--- config.mk ---
export PLATFORM = sky130hd
export DESIGN_NAME = imem_fetch_ctrl
export DESIGN_NICKNAME = d
export VERILOG_FILES = /design/src/rtl/imem_fetch_ctrl.sv
export SDC_FILE = /design/constraint.sdc
export NUM_CORES = 1
export LEC_CHECK = 0
export BUFFER_PORTS_ARGS = -buffer_cell sky130_fd_sc_hd__buf_4
export CORE_MARGIN = 2
export CORE_UTILIZATION = 56
export CTS_BUF_LIST = sky130_fd_sc_hd__clkbuf_4 sky130_fd_sc_hd__clkbuf_8
export DETAILED_ROUTE_END_ITERATION = 10
export GPL_ROUTABILITY_DRIVEN = 0
export PLACE_DENSITY = 0.88
export REMOVE_ABC_BUFFERS = 1
export SLEW_MARGIN = 10
export SYNTH_ARGS = -nofsm -noshare
export SYNTH_HDL_FRONTEND = slang
export SYNTH_SLANG_ARGS = --single-unit
--- constraint.sdc ---
create_clock -name clk -period 3 [get_ports clk]
set_input_delay 0.3 -clock clk [delete_from_list [all_inputs] [get_ports clk]]
set_output_delay 0.3 -clock clk [all_outputs]
set_load 0.005 [all_outputs]
--- src/rtl/imem_fetch_ctrl.sv ---
// Instruction fetch controller: owns the PC and the IF/ID register,
// handles stall, redirect and halt-opcode fetch stop.
module imem_fetch_ctrl #(
    parameter logic [5:0]  HALT_OP = 6'b111111,
    parameter logic [31:0] BUBBLE  = 32'hFC000000
) (
    input  logic        clk,
    input  logic        rst,
    input  logic        stall,
    input  logic        redirect,
    input  logic [31:0] redirect_pc,
    input  logic [31:0] imem_instr,
    output logic [31:0] imem_addr,
    output logic [31:0] ifid_instr,
    output logic [31:0] ifid_pc4,
    output logic        ifid_valid,
    output logic        halted,
    output logic [15:0] fetch_count
);

    typedef enum logic [1:0] {
        INIT   = 2'd0,
        RUN    = 2'd1,
        HALTED = 2'd2
    } state_e;

    localparam logic [31:0] INIT_PC = 32'hFFFFFFFC;

    state_e      state_q, state_d;
    logic [31:0] pc_q, pc_d;
    logic [31:0] instr_q, instr_d;
    logic [31:0] pc4_q, pc4_d;
    logic        valid_q, valid_d;
    logic        halted_q, halted_d;
    logic [15:0] cnt_q, cnt_d;

    logic [31:0] pc_plus4;
    logic [31:0] redir_aligned;
    logic        is_halt;
    logic        unused_ok;

    assign pc_plus4      = pc_q + 32'd4;
    assign redir_aligned = {redirect_pc[31:2], 2'b00};
    assign is_halt       = (imem_instr[31:26] == HALT_OP);
    assign unused_ok     = ^redirect_pc[1:0];

    always_ff @(posedge clk) begin
        if (rst) begin
            state_q  <= INIT;
            pc_q     <= INIT_PC;
            instr_q  <= BUBBLE;
            pc4_q    <= 32'd0;
            valid_q  <= 1'b0;
            halted_q <= 1'b0;
            cnt_q    <= 16'd0;
        end else begin
            state_q  <= state_d;
            pc_q     <= pc_d;
            instr_q  <= instr_d;
            pc4_q    <= pc4_d;
            valid_q  <= valid_d;
            halted_q <= halted_d;
            cnt_q    <= cnt_d;
        end
    end

    always_comb begin
        state_d = state_q;
        pc_d    = pc_q;
        instr_d = instr_q;
        pc4_d   = pc4_q;
        valid_d = valid_q;
        cnt_d   = cnt_q;
        unique case (state_q)
            INIT: begin
                state_d = RUN;
                pc_d    = 32'd0;
                instr_d = BUBBLE;
                valid_d = 1'b0;
            end
            RUN: begin
                if (redirect) begin
                    pc_d    = redir_aligned;
                    instr_d = BUBBLE;
                    valid_d = 1'b0;
                end else if (stall) begin
                    pc_d = pc_q;
                end else if (is_halt) begin
                    state_d = HALTED;
                    instr_d = BUBBLE;
                    valid_d = 1'b0;
                end else begin
                    pc_d    = pc_plus4;
                    pc4_d   = pc_plus4;
                    instr_d = imem_instr;
                    valid_d = 1'b1;
                    if (cnt_q != 16'hFFFF) begin
                        cnt_d = cnt_q + 16'd1;
                    end
                end
            end
            HALTED: begin
                // An older branch still in flight can cancel the halt
                instr_d = BUBBLE;
                valid_d = 1'b0;
                if (redirect) begin
                    state_d = RUN;
                    pc_d    = redir_aligned;
                end
            end
            default: begin
                state_d = INIT;
                pc_d    = INIT_PC;
                instr_d = BUBBLE;
                valid_d = 1'b0;
            end
        endcase
        halted_d = (state_d == HALTED);
    end

    assign imem_addr   = pc_q;
    assign ifid_instr  = instr_q;
    assign ifid_pc4    = pc4_q;
    assign ifid_valid  = valid_q;
    assign halted      = halted_q;
    assign fetch_count = cnt_q;

endmodule

==> results.cfg <==
[route]
drt-vias-per-instance = 6.016
drtIter0Drc = 424
detail-route-antenna-nets = 0
drtPass1Iterations = 5
wl_per_cell_um = 16.76
wirelength_um = 16330
num_vias = 5860
route.detailed.drc = 0

[global_routing]
grt_overflow_total = 0
track_usage_pct = 31.08
grt_max_degree = 56
grt_pass1_vias = 5395
grt_pass1_wl_um = 25830
antenna_found_initial = 0

[clock_network]
numClockSinks = 112
cts.repair.resized = 0
ctsRootBufferMaster = clkbuf_8
cts_tree = yes
hold_buffers = 0
cts_buffers = 9
clk_latency_ns = 0.38
cts_buffer_depth = 2
path_clk_slew_ns = 0.11
postCtsSetupBuffers = 0
htree_num_levels = 3

[pwr]
leakagePower_nw = 2.867
vdd_drop_max_v = 0.0002701
pwr_density_cell_nw_per_um2 = 442.3
p_total_mw = 3.092

[placed_design]
numPlacedInstances = 958
place_hpwl_um = 11840
pre_cts_ws_ns = 0.5576
port_buffers = 175

[final_layout]
area_delta_synth_final_pct = 29.03
drive_gt1_share_pct = 25.68
fin_util_pct = 74.94
fin_nets = 910
final-instance-count-excl-fill = 974
antenna_cells = 0

[synth]
ys.flop_type = dfxtp_1
avgSynthCellArea_um2 = 7.875
ys_ff_latch = 112
ys_warn_count = 0
synth.top_cell.area_share_pct = 41.39
seq_area_frac_synth_pct = 41.39
yosys.cell_types.count = 67
async_flop_share_pct = 0
synthCells = 688
synth_top_cell_by_area = dfxtp_1
synth-edff-count = 0
synth.cell_area_um2 = 5418
yosys-top-cells-area = dfxtp_1 41%, a21oi_1 6.2%, nand2_1 6.1%

[die]
die_width_um = 102.4
num_io_pins = 182
core-area_um2 = 9328
floorplan.initialDensity_pct = 58.08
dieArea_um2 = 10480
die_y_um = 102.4
rows = 35

[sta]
fin_ws_ns = 0.5686
worstMarginPinSlew_ns = 0.8825
fmax_mhz = 411.3
finClkSkew_ns = 0.01158
report.final.hold_viol_count = 0
whs_ns = 0.1492
drv_slew = 0
setup_viol = 0
fin_crit_sh_pct = 81.05
rsz0062_at_grt = no
layout_min_cycle_time_ns = 2.431
max-slew-margin-rel_pct = 40.91

[critical_path]
cp-start-kind = flip-flop
cp_max_fo = 55
cp.required_ns = 3.27
crit_path_end_kind = flip-flop
worstSetupPathType = flip-flop to flip-flop
arrival_ns = 2.70

[job]
drv_cap = 0

[hold_path]
hold_class = input pin to flip-flop

[run_status]
status = complete, no violations
where the power goes:
group / internal [mW] / total, mW / switching (mW)
Combinational: 0.270 / 0.550 / 0.280
Clock: 0.339 / 0.885 / 0.546
Sequential: 1.56 / 1.66 / 0.0963
Total: 2.17 / 3.09 / 0.922
sequential cells by signal (all words and copies together) (netlist names):
name / cells
ifid_valid: 1
fetch_count: 16
ifid_instr: 32
imem_addr: 30
ifid_pc4: 30
halted: 1
state_q: 2
synthesized netlist by cell type (3+ instances only):
cell type / instances
mux2i_1: 7
a211oi_1: 11
o21ai_0: 49
o22a_1: 3
inv_1: 13
clkbuf_1: 38
nand2_1: 88
o21a_1: 5
xnor2_1: 15
nand2b_1: 3
and4_1: 5
o311ai_0: 4
xor2_1: 19
buf_4: 4
o31ai_1: 4
a21oi_1: 67
nand3_1: 49
nor2_1: 61
a31oi_1: 14
and2_1: 4
nor3_1: 17
or4_1: 4
nand4_1: 14
o211ai_1: 6
buf_1: 6
or3_1: 3
o22ai_1: 4
nor4_1: 7
and3_1: 4
dfxtp_1: 112
buf_2: 3
final cells by class:
cell class | instances | area [µm²]
inverters | 14 | 52.55
well taps | 129 | 161.4
repair buffers | 190 | 1426
clock buffers | 10 | 137.6
clock inverters | 6 | 51.30
fillers | 714 | 2337
flip-flops and latches | 112 | 2242
multi-input cells | 513 | 2919
metrics by stage:
| step | cell area [µm²] | setup TNS [ns] |
|---|---|---|
| 2_1_floorplan | 5214 | -3.414 |
| 3_3_place_gp | 6802 | 0 |
| 3_5_place_dp | 6802 | 0 |
| 4_1_cts | 6990 | 0 |
| 5_1_grt | 6990 | 0 |
| 6_report | 6990 | 0 |
critical path, cell delays in order, from the launching register on:
cell and delay [ns]:
dfxtp_1 0.47, or3b_1 0.48, a311oi_4 0.40, buf_4 0.53
o2111ai_1 0.21, xor2_1 0.17, nor2_1 0.05
final timing paths:
kind | from | endpoint | slack, ns | cells past startpoint
worst max register to register | state_q[1]$_SDFF_PP0_ | fetch_count[11]$_SDFFE_PP0P_ | 0.57 | 6
worst min register to register | ifid_instr[0]$_SDFFE_PP0N_ | ifid_instr[0]$_SDFFE_PP0N_ | 0.47 | 2
worst max-delay path | state_q[1]$_SDFF_PP0_ | fetch_count[11]$_SDFFE_PP0P_ | 0.57 | 6
worst min-delay path | imem_instr[29] | ifid_instr[29]$_SDFFE_PP1N_ | 0.15 | 3
cell families after synthesis:
logic type      after synthesis  share of synthesized area (%)
compound gates              196                          22.63
simple gates                270                          23.72
fa+ha+maj                     2                         0.4618
flops                       112                          41.39
xor+xnor                     34                          5.497
mux                           7                          1.293
buf+inv                      66                          4.942
other cells                   1                        0.06922
per-layer routing:
metal	vias to the layer above	global-route usage, %	part of all wire (%)
met5	-	0	0
met4	0	13.13	2.9
met3	46	6.566	9.5
met2	338	52.88	48
met1	2701	38.23	39
li1	2775	-	-
cells in the final DEF, fill, tap and decap left out, drive strengths merged, types with 3 or more instances in the layout:
master    n
xor2     19
mux2i     7
nor4      8
xnor2    15
buf     190
clkinv    4
o311ai    5
inv      16
o21a      5
or4       4
or3       3
dfxtp   112
conb      4
nand3    49
o211ai    6
nor2     61
and2      4
and4      5
clkbuf   10
nor3     17
a211oi   11
a31oi    14
o31ai     4
and3      4
o21ai    50
o22a      3
nand2    88
a21oi    67
nand2b    3
o22ai     4
nand4    15
(Power assumes the default switching activity.)
